==> config.mk <==
export PLATFORM = sky130hd
export DESIGN_NAME = output_display_driver
export DESIGN_NICKNAME = d
export VERILOG_FILES = /design/src/rtl/output_display_driver_pkg.sv /design/src/rtl/output_display_driver_bin_to_bcd_8.sv /design/src/rtl/output_display_driver.sv
export SDC_FILE = /design/constraint.sdc
export NUM_CORES = 1
export LEC_CHECK = 0
export ABC_AREA = 1
export BUFFER_PORTS_ARGS = -buffer_cell sky130_fd_sc_hd__buf_2
export CAP_MARGIN = 20
export CORE_MARGIN = 4
export CORE_UTILIZATION = 55
export CTS_CLUSTER_SIZE = 28
export DETAILED_ROUTE_END_ITERATION = 7
export PLACE_DENSITY_LB_ADDON = 0.1
export RECOVER_POWER = 100
export SETUP_SLACK_MARGIN = 0.15
export SYNTH_ARGS = -nofsm -noshare
export SYNTH_HDL_FRONTEND = slang
export SYNTH_SLANG_ARGS = --single-unit
export TNS_END_PERCENT = 20
==> constraint.sdc <==
create_clock -name CLK -period 1.75 [get_ports CLK]
set_input_delay 0.175 -clock CLK [delete_from_list [all_inputs] [get_ports CLK]]
set_output_delay 0.175 -clock CLK [all_outputs]
set_load 0.1 [all_outputs]
==> src/rtl/output_display_driver_pkg.sv <==
// Shared constants for the SAP-1 output display: segment patterns, digit count, FSM states.
// Segment vectors are {g,f,e,d,c,b,a}, active-low, for a common-anode display.
package output_display_driver_pkg;

  localparam int DIGIT_COUNT = 3;

  localparam logic [6:0] SEG_0     = 7'b1000000;
  localparam logic [6:0] SEG_1     = 7'b1111001;
  localparam logic [6:0] SEG_2     = 7'b0100100;
  localparam logic [6:0] SEG_3     = 7'b0110000;
  localparam logic [6:0] SEG_4     = 7'b0011001;
  localparam logic [6:0] SEG_5     = 7'b0010010;
  localparam logic [6:0] SEG_6     = 7'b0000010;
  localparam logic [6:0] SEG_7     = 7'b1111000;
  localparam logic [6:0] SEG_8     = 7'b0000000;
  localparam logic [6:0] SEG_9     = 7'b0010000;
  localparam logic [6:0] SEG_BLANK = 7'b1111111;

  typedef enum logic [1:0] {
    ST_IDLE  = 2'd0,
    ST_SHIFT = 2'd1,
    ST_DONE  = 2'd2
  } conv_state_t;

  // Codes above 9 cannot come out of the converter; show them dark rather than garbage.
  function automatic logic [6:0] seg_decode(input logic [3:0] nib);
    logic [6:0] seg;
    case (nib)
      4'd0:    seg = SEG_0;
      4'd1:    seg = SEG_1;
      4'd2:    seg = SEG_2;
      4'd3:    seg = SEG_3;
      4'd4:    seg = SEG_4;
      4'd5:    seg = SEG_5;
      4'd6:    seg = SEG_6;
      4'd7:    seg = SEG_7;
      4'd8:    seg = SEG_8;
      4'd9:    seg = SEG_9;
      default: seg = SEG_BLANK;
    endcase
    return seg;
  endfunction

endpackage

==> src/rtl/output_display_driver_bin_to_bcd_8.sv <==
// Sequential shift-add-3 converter: 8-bit binary to 10-bit BCD {hundreds[1:0],tens,ones}.
// One capture clock, eight shift clocks, one done clock; busy covers capture through done.
module bin_to_bcd_8
  import output_display_driver_pkg::*;
(
  input  logic       CLK,
  input  logic       CLR,
  input  logic       start,
  input  logic [7:0] bin,
  output logic [9:0] bcd,
  output logic       busy,
  output logic       done
);

  conv_state_t r_state;
  logic [7:0]  r_shift;
  logic [9:0]  r_bcd;
  logic [2:0]  r_count;
  logic        r_busy;
  logic        r_done;

  logic [3:0]  w_ones_adj;
  logic [3:0]  w_tens_adj;

  // Hundreds never exceeds 2 for an 8-bit input, so only tens and ones need correcting.
  assign w_ones_adj = (r_bcd[3:0] >= 4'd5) ? r_bcd[3:0] + 4'd3 : r_bcd[3:0];
  assign w_tens_adj = (r_bcd[7:4] >= 4'd5) ? r_bcd[7:4] + 4'd3 : r_bcd[7:4];

  always_ff @(posedge CLK or posedge CLR) begin
    if (CLR) begin
      r_state <= ST_IDLE;
      r_shift <= '0;
      r_bcd   <= '0;
      r_count <= '0;
      r_busy  <= 1'b0;
      r_done  <= 1'b0;
    end else begin
      case (r_state)
        ST_IDLE: begin
          r_done <= 1'b0;
          if (start) begin
            r_shift <= bin;
            r_bcd   <= '0;
            r_count <= '0;
            r_busy  <= 1'b1;
            r_state <= ST_SHIFT;
          end
        end
        ST_SHIFT: begin
          r_bcd   <= {r_bcd[8], w_tens_adj, w_ones_adj, r_shift[7]};
          r_shift <= {r_shift[6:0], 1'b0};
          r_count <= r_count + 3'd1;
          if (r_count == 3'd7) begin
            r_done  <= 1'b1;
            r_state <= ST_DONE;
          end
        end
        ST_DONE: begin
          r_done  <= 1'b0;
          r_busy  <= 1'b0;
          r_state <= ST_IDLE;
        end
        default: begin
          r_done  <= 1'b0;
          r_busy  <= 1'b0;
          r_state <= ST_IDLE;
        end
      endcase
    end
  end

  assign bcd  = r_bcd;
  assign busy = r_busy;
  assign done = r_done;

endmodule

==> src/rtl/output_display_driver.sv <==
// SAP-1 output display: converts the output register to decimal and scans 3 common-anode digits.
// Optional macro LEADING_ZERO_BLANK_EN blanks leading zero hundreds/tens digits.
module output_display_driver
  import output_display_driver_pkg::*;
#(
  parameter int SCAN_DIV = 1024
) (
  input  logic       CLK,
  input  logic       CLR,
  input  logic [7:0] display_input,
  output logic [6:0] seg_bar,
  output logic [2:0] digit_bar,
  output logic       busy
);

  localparam int PW = (SCAN_DIV > 2) ? $clog2(SCAN_DIV) : 1;
  localparam logic [PW-1:0] PRESC_LAST = PW'(SCAN_DIV - 1);

  logic [7:0]    r_last_value;
  logic [1:0]    r_hund;
  logic [3:0]    r_tens;
  logic [3:0]    r_ones;
  logic [PW-1:0] r_presc;
  logic [1:0]    r_idx;
  logic [6:0]    r_seg_bar;
  logic [2:0]    r_digit_bar;

  logic          w_start;
  logic          w_busy;
  logic          w_done;
  logic [9:0]    w_bcd;
  logic [3:0]    w_nib       [DIGIT_COUNT];
  logic [6:0]    w_digit_seg [DIGIT_COUNT];
  logic [DIGIT_COUNT-1:0] w_blank;
  logic [6:0]    w_seg_sel;
  logic [2:0]    w_digit_sel;

  // Compare against the last captured value so changes made mid-conversion are caught later.
  assign w_start = !w_busy && (display_input != r_last_value);

  bin_to_bcd_8 u_bcd (
    .CLK   (CLK),
    .CLR   (CLR),
    .start (w_start),
    .bin   (display_input),
    .bcd   (w_bcd),
    .busy  (w_busy),
    .done  (w_done)
  );

  assign w_nib[0] = r_ones;
  assign w_nib[1] = r_tens;
  assign w_nib[2] = {2'b00, r_hund};

`ifdef LEADING_ZERO_BLANK_EN
  assign w_blank = {(r_hund == 2'd0), (r_hund == 2'd0) && (r_tens == 4'd0), 1'b0};
`else
  assign w_blank = '0;
`endif

  genvar gi;
  generate
    for (gi = 0; gi < DIGIT_COUNT; gi++) begin : g_dec
      assign w_digit_seg[gi] = w_blank[gi] ? SEG_BLANK : seg_decode(w_nib[gi]);
    end
  endgenerate

  always_comb begin
    w_seg_sel   = SEG_BLANK;
    w_digit_sel = 3'b111;
    case (r_idx)
      2'd0: begin
        w_seg_sel   = w_digit_seg[0];
        w_digit_sel = 3'b110;
      end
      2'd1: begin
        w_seg_sel   = w_digit_seg[1];
        w_digit_sel = 3'b101;
      end
      2'd2: begin
        w_seg_sel   = w_digit_seg[2];
        w_digit_sel = 3'b011;
      end
      default: begin
        w_seg_sel   = SEG_BLANK;
        w_digit_sel = 3'b111;
      end
    endcase
  end

  // Segments and digit enable come from the same index on the same edge, so no ghosting.
  always_ff @(posedge CLK or posedge CLR) begin
    if (CLR) begin
      r_last_value <= '0;
      r_hund       <= '0;
      r_tens       <= '0;
      r_ones       <= '0;
      r_presc      <= '0;
      r_idx        <= '0;
      r_seg_bar    <= SEG_BLANK;
      r_digit_bar  <= 3'b111;
    end else begin
      if (w_start) begin
        r_last_value <= display_input;
      end
      if (w_done) begin
        r_hund <= w_bcd[9:8];
        r_tens <= w_bcd[7:4];
        r_ones <= w_bcd[3:0];
      end
      if (r_presc == PRESC_LAST) begin
        r_presc <= '0;
        r_idx   <= (r_idx == 2'd2) ? 2'd0 : r_idx + 2'd1;
      end else begin
        r_presc <= r_presc + 1'b1;
      end
      r_seg_bar   <= w_seg_sel;
      r_digit_bar <= w_digit_sel;
    end
  end

  assign seg_bar   = r_seg_bar;
  assign digit_bar = r_digit_bar;
  assign busy      = w_busy;

endmodule
==> key figures, run 1 <==
Global routing
  – Largest net degree at the start of global routing: 38
  – Vias in the first global route: 2500
  – Initial antenna violation count: 0
  – All-layer global routing usage: 18.41%
  – Grt ovf: 0
  – First-pass GRT wire length: 10920 µm

Timing
  – Final period utilization: 85.93%
  – Fmax: 665.0 MHz
  – RSZ-0062 raised after global routing: yes
  – Final setup viols: 0
  – Tmin final: 1.504 ns
  – Slew Viols, Final: 0
  – Slew headroom: 61.97%
  – Worst Max-Slew Pin Slew: 0.5673 ns
  – Final hold vios: 0
  – Final setup TNS: 0 ns
  – Max Clock Skew: 0.009362 ns

Clock network
  – # clock sinks: 65
  – Total CTS buffers: 9
  – Clk slew on worst S/H paths: 0.08 ns
  – Clock tree root buffer cell: clkbuf_8
  – Clk Latency, worst-skew pair: 0.34 ns
  – TritonCTS clock tree: yes
  – CTS H-tree depth: 3
  – CTS max path bufs: 2

Pwr
  – Pwr dens: 1837 mW/mm²
  – Leak: 1.972 nW
  – Peak VDD IR: 1.257 mV

Place
  – RD Place Congestion: 0.8308
  – Port bufs: 20
  – Placed cells: 495
  – Dpl hpwl: 4385 µm

Routing
  – Total iterations of the first detailed-routing run: 6
  – DR vias: 2627
  – DRC: 0
  – Wire per inst: 12.01 µm
  – Starting DRT DRC Count: 130
  – Final wirelength: 6208 µm
  – Vias per inst: 5.081
  – Post-DRT Antenna Nets: 0

Finish
  – Final net count: 466
  – Antenna cells: 0
  – Most frequent cells in the layout: 126 x nand2_1, 55 x dfrtp_1, 39 x inv_1, 39 x o21ai_0, 36 x nand3_1
  – Layout cells sized above 1: 16.74%
  – Area grow syn2layout: 12.40%
  – Non-Filler Instances: 517
  – Commonest non-fill, non-tap cell in the layout: nand2_1
  – Fillers: 513

Worst setup path
  – CP dominant cell by count: inv_1
  – Slowest cell on crit path: dfrtp_1
  – CP Max Fanout: 8
  – Crit-path cells: ha_1 -> nand2_2 -> nor2_2 -> nand3_2 -> nor2_4 -> nand4_4 -> inv_1 -> or2_1 -> inv_1
  – Max stage delay on crit path: 0.36 ns
  – Critical Path Start Type: flip-flop
  – CP top delay family: simple AND/OR/NAND/NOR gates
  – Worst EP required: 1.99 ns
  – CP arrival: 1.74 ns
  – Element type at the critical path end: flip-flop
  – Setup CP Type: flip-flop to flip-flop
  – Bufs and invs on worst path: 2

Floorplan
  – Core area: 0.005956 mm²
  – IO Pins: 21
  – Starting Density: 56.93%
  – Rows: 28
  – Chip height: 86.52 µm
  – Die area: 0.007485 mm²
  – Die X-Extent: 86.52 µm

Logic synthesis
  – Netlist cell types: 32
  – Largest area contributor in the netlist: dfrtp_1
  – Syn avg cell area: 8.352 µm²
  – Total of warnings raised by yosys: 0
  – Mapped Cells: 406
  – Dominant cells by area after synthesis: dfrtp_1 41%, nand2_1 14%, dfstp_2 7.7%, ha_1 7.0%, nand3_1 5.3%
  – Post-synthesis sequential area ratio: 48.34%
  – #FFs+latches synth: 65
  – Post-Syn Area: 0.003391 mm²
  – Syn_nets: 435
  – Area share of the largest cell type after synthesis: 40.59%

Job
  – Max_cap viols: 0

Hold path
  – Hold Path Class: input pin to flip-flop

Status
  – Status: finished clean
synth_stat cells:
| cell type | n |
|---|---|
| clkbuf_1 | 4 |
| nor2_2 | 3 |
| buf_4 | 2 |
| a31oi_4 | 1 |
| a31oi_2 | 1 |
| mux2_2 | 1 |
| o211ai_1 | 2 |
| nand4_1 | 3 |
| nand2_1 | 125 |
| nand3_1 | 36 |
| or2_1 | 1 |
| nand3_4 | 1 |
| nor2_1 | 24 |
| buf_6 | 2 |
| o21ai_1 | 8 |
| xor2_1 | 4 |
| dfrtp_1 | 55 |
| inv_2 | 7 |
| o21bai_1 | 1 |
| xnor2_1 | 5 |
| nand2_2 | 3 |
| o21ai_0 | 33 |
| nand3_2 | 1 |
| dfstp_2 | 10 |
| o2111ai_1 | 2 |
| nor2_4 | 1 |
| inv_1 | 39 |
| a21oi_1 | 7 |
| nand4_4 | 1 |
| or2_2 | 2 |
| ha_1 | 19 |
| buf_2 | 2 |
registers in the layout, summed over array words and instances, names as in the netlist:
register	flops
u_bcd.r_state	2
u_bcd.done	1
r_ones	4
r_hund	2
u_bcd.r_count	3
u_bcd.busy	1
r_presc	10
u_bcd.r_shift	8
r_last_value	8
digit_bar	3
seg_bar	7
u_bcd.bcd	10
r_tens	4
r_idx	2
cells by family after synthesis:
| group | count (synthesis) | synth area share (%) |
|---|---|---|
| xor+xnor | 9 | 2.325 |
| simple gates | 201 | 25.79 |
| flops | 65 | 48.34 |
| fa+ha+maj | 19 | 7.011 |
| buf+inv | 56 | 6.937 |
| compound gates | 55 | 9.262 |
| mux | 1 | 0.3321 |
where the power goes:
part / total, W / switching [W] / internal, W
clock: 0.00145 / 0.000636 / 0.000816
combinational: 0.00302 / 0.00214 / 0.000884
sequential: 0.00253 / 0.000430 / 0.00210
total: 0.00700 / 0.00320 / 0.00380
worst paths after layout:
check | from | slack (ns) | endpoint | depth (start not counted)
max in group asynchronous | CLR | 0.43 | seg_bar[4] | 4
worst max register to register | r_presc[1] | 0.25 | r_presc[0] | 9
min in group asynchronous | CLR | 0.40 | r_last_value[6] | 3
worst max-delay path | r_presc[1] | 0.25 | r_presc[0] | 9
worst min register to register | u_bcd.r_state[1] | 0.48 | u_bcd.r_state[1] | 1
worst min-delay path | display_input[6] | 0.08 | r_last_value[6] | 3
metrics by stage:
stage / hold slack [ns] / area, µm² / util, % / total power (W) / setup slack [ns]
2_1_floorplan: 0.2846 / 3395 / - / 0.005062 / 0.1186
3_3_place_gp: 0.1551 / 3568 / 59.92 / 0.005504 / 0.3218
3_5_place_dp: 0.1635 / 3568 / 59.92 / 0.005590 / 0.2624
4_1_cts: 0.07221 / 3806 / 63.91 / 0.007066 / 0.2302
5_1_grt: 0.08708 / 3811 / 63.99 / 0.007595 / 0.08807
6_report: 0.07911 / 3811 / 63.99 / 0.007002 / 0.2463
timing repair:
action | CTS | global route
setup endpoints to repair | 0 | 16
resized for setup | 0 | 2
buffers inserted | 0 | 5
hold buffers | 1 | 0
endpoints found under the hold margin | 11 | 0
layout make-up:
type                    count  area [µm²]  share of cell area, %
clock inverters             7       103.9                  2.725
clock buffers               9       123.9                  3.250
repair buffers             30       168.9                  4.432
well taps                  75       93.84                  2.462
multi-input cells         285        1508                  39.56
flip-flops and latches     65        1639                  43.01
inverters                  46       173.9                  4.563
worst reg2reg max path: stages, from the launching register on:
cell and delay [ns]:
dfrtp_1 0.36, ha_1 0.18, nand2_2 0.06, nor2_2 0.14, nand3_2 0.12, nor2_4 0.17
nand4_4 0.14, inv_1 0.11, or2_1 0.10, inv_1 0.03
routing by layer:
metal  vias to the layer above  wire [µm]  global-route usage [%]
li1                       1361          -                       -
met1                      1189       2894                   23.66
met2                        58       2913                   29.76
met3                        19        232                   3.517
met4                         0        167                   9.207
met5                         -          0                       0
No activity file was read; power rests on OpenSTA's default activity.
==> inputs of run 2 (changes only) <==
--- a/config.mk
+++ b/config.mk
@@ -9,7 +9,7 @@
 export BUFFER_PORTS_ARGS = -buffer_cell sky130_fd_sc_hd__buf_2
 export CAP_MARGIN = 20
 export CORE_MARGIN = 4
-export CORE_UTILIZATION = 55
+export CORE_UTILIZATION = 35
 export CTS_CLUSTER_SIZE = 28
 export DETAILED_ROUTE_END_ITERATION = 7
 export PLACE_DENSITY_LB_ADDON = 0.1
==> run 2 against run 1 <==
Combinational power increased by 3%. Die area rose by 51%. Power shrank 1.2%. First-iteration DRC count down 5.4%. Via count shrank 0.15%. Fmax increased by 0.35%. Global-route usage shrank 5.7 points. Final cell count increased by 11%. Sequential cell count stayed put. Clock-buffer cell count grew 6. Clock skew decreased by 0.0012 ns.
==> key figures, run 2 (synthesized netlist as in run 1, its figures left out) <==
Clock network
  – Clk slew on worst S/H paths: 0.07 ns (about the same)
  – TritonCTS clock tree: yes
  – CTS max path bufs: 2 (unchanged)
  – Clock tree root buffer cell: clkbuf_8
  – # clock sinks: 65 (unchanged)
  – Total CTS buffers: 9 (unchanged)
  – Clk Latency, worst-skew pair: 0.34 ns (about the same)
  – CTS H-tree depth: 3 (unchanged)

Routing
  – Total iterations of the first detailed-routing run: 4 (-2)
  – DR vias: 2623 (-0.15%)
  – Starting DRT DRC Count: 123 (-5.4%)
  – Post-DRT Antenna Nets: 0 (unchanged)
  – Vias per inst: 4.570 (-10%)
  – DRC: 0 (unchanged)
  – Final wirelength: 6667 µm (+7.4%)
  – Wire per inst: 11.61 µm (-3.3%)

Hold path
  – Hold Path Class: input pin to flip-flop
  – Hold_sp: display_input[1]
  – Cell depth of the worst hold path: 3 (unchanged)
  – Hold EP: r_last_value[1]

Pwr
  – Pwr dens: 1785 mW/mm² (-2.8%)
  – Clock power frac: 18.6% (-2.1 points)
  – Total design power: 0.006919 W (-1.2%)
  – Reg power frac: 36.5% (+0.4 points)
  – Sw frac: 45.46% (-0.29 points)
  – Leak: 1.981 nW (+0.47%)
  – Logic pwr share: 44.9% (+1.8 points)
  – Switching power: 0.003145 W (-1.8%)
  – Pint: 0.003773 W (-0.66%)
  – Peak VDD IR: 0.7206 mV (-43%)

Timing
  – Final period utilization: 85.63% (-0.30 points)
  – Slew headroom: 52.54% (-9.4 points)
  – Smallest hold slack: 0.08735 ns (+0.008237 ns)
  – Max Clock Skew: 0.008161 ns (-0.001201 ns)
  – Worst Max-Slew Pin Slew: 0.7119 ns (+0.1447 ns)
  – Slew Viols, Final: 0 (unchanged)
  – Final setup viols: 0 (unchanged)
  – RSZ-0062 raised after global routing: yes
  – Final setup TNS: 0 ns (unchanged)
  – Fmax: 667.4 MHz (+0.35%)
  – Final hold vios: 0 (unchanged)
  – Tmin final: 1.498 ns (-0.005236 ns)

Floorplan
  – Die area: 0.01133 mm² (+51%)
  – IO Pins: 21 (unchanged)
  – Rows: 35 (+25%)
  – Die X-Extent: 106.4 µm (+23%)
  – Starting Density: 36.35% (-21 points)
  – Chip height: 106.4 µm (+23%)
  – Core area: 0.009328 mm² (+57%)

Job
  – Max_cap viols: 0 (unchanged)

Finish
  – Antenna cells: 0 (unchanged)
  – Area grow syn2layout: 14.32%
  – Finished Core Util: 41.56% (-22 points)
  – Most frequent cells in the layout: 127 x nand2_1, 55 x dfrtp_1, 40 x inv_1
  – Commonest non-fill, non-tap cell in the layout: nand2_1
  – Layout cells sized above 1: 15.73% (-1.0 points)
  – Non-Filler Instances: 574 (+11%)
  – Final net count: 469 (+0.64%)

Worst setup path
  – Critical Path Start Type: flip-flop
  – Reg2Reg Setup Slack: 0.25 ns (about the same)
  – CP Max Fanout: 19 (+11)
  – Reg2Reg Depth: 7 (-2)
  – Reg2reg start: u_bcd.r_state[0]
  – Setup CP Type: flip-flop to flip-flop
  – CP arrival: 1.73 ns (about the same)
  – Worst EP required: 1.98 ns (about the same)
  – Element type at the critical path end: flip-flop
  – FF-to-FF End: u_bcd.r_shift[6]

Place
  – Dpl hpwl: 4785 µm (+9.1%)
  – Port bufs: 20 (unchanged)
  – RD Place Congestion: 0.7743 (-6.8%)
  – Placed cells: 553 (+12%)

Global routing
  – Grt peak-use layer: met2
  – All-layer global routing usage: 12.69% (-5.7 points)
  – Met1 Usage GRT: 16.42% (-7.2 points)
  – GRT met3 Usage: 4.432% (+0.92 points)
  – Initial antenna violation count: 0 (unchanged)
  – First-pass GRT wire length: 11610 µm (+6.4%)
  – Vias in the first global route: 2491 (-0.36%)
  – Grt ovf: 0 (unchanged)
  – GR Util met2: 20.32% (-9.4 points)
  – Largest net degree at the start of global routing: 29 (-24%)

Status
  – Status: finished clean
-- run 2: routing by layer --
| layer | routed length (µm) | up-vias |
|---|---|---|
| met3 | 255 | 5 |
| met4 | 63 | 0 |
| met5 | 0 | - |
| met1 | 3192 | 1216 |
| li1 | - | 1369 |
| met2 | 3156 | 33 |
-- run 2: timing repair --
item | 4_1_cts | 5_1_grt
hold buffers | 1 | 0
setup buffers | 0 | 4
hold endpoints to repair | 9 | 0
setup endpoints to repair | 0 | 4
resized for setup | 0 | 1
-- run 2: per-stage QoR --
| stage | setup slack [ns] | cell area [µm²] |
|---|---|---|
| 6_report | 0.2515 | 3876 |
| 5_1_grt | 0.09089 | 3876 |
| 4_1_cts | 0.2442 | 3892 |
| 3_5_place_dp | 0.2568 | 3679 |
| 3_3_place_gp | 0.3041 | 3679 |
| 2_1_floorplan | 0.1186 | 3395 |
-- run 2: cell type report --
class                      instances  area [µm²]
clock buffer                      15       198.9
clock inverter                     1       5.005
sequential                        65        1639
tap                              129       161.4
fill                             956        5451
multi-input combinational        285        1503
inverter                          46       173.9
timing repair buffer              33       195.2
-- run 2: power groups by stage --
stage               logic (W)  registers, W  clock network (W)
CTS                   0.00319       0.00253            0.00134
global route          0.00355       0.00261            0.00141
finish                0.00311       0.00252            0.00129
floorplan             0.00194       0.00313                  0
global placement      0.00314       0.00254                  0
detailed placement    0.00318       0.00255                  0
-- run 2: worst max-delay path by stage --
| stage | startpoint | end | cells past startpoint |
|---|---|---|---|
| after global placement | r_presc[0] | r_presc[0] | 9 |
| final | u_bcd.r_state[0] | u_bcd.r_shift[6] | 7 |
| after CTS | r_presc[0] | r_presc[0] | 9 |
| after global routing | u_bcd.r_state[0] | u_bcd.r_shift[6] | 7 |
| after detailed placement | r_presc[0] | r_presc[0] | 9 |
| after floorplan | u_bcd.busy | u_bcd.r_state[0] | 4 |
-- run 2: critical path, cell delays in order, from the launching register on --
cell	delay, ns
dfrtp_1	0.40
inv_1	0.06
nor2_1	0.04
inv_1	0.35
buf_12	0.21
nand2_1	0.17
nand2_1	0.11
nand2_1	0.06
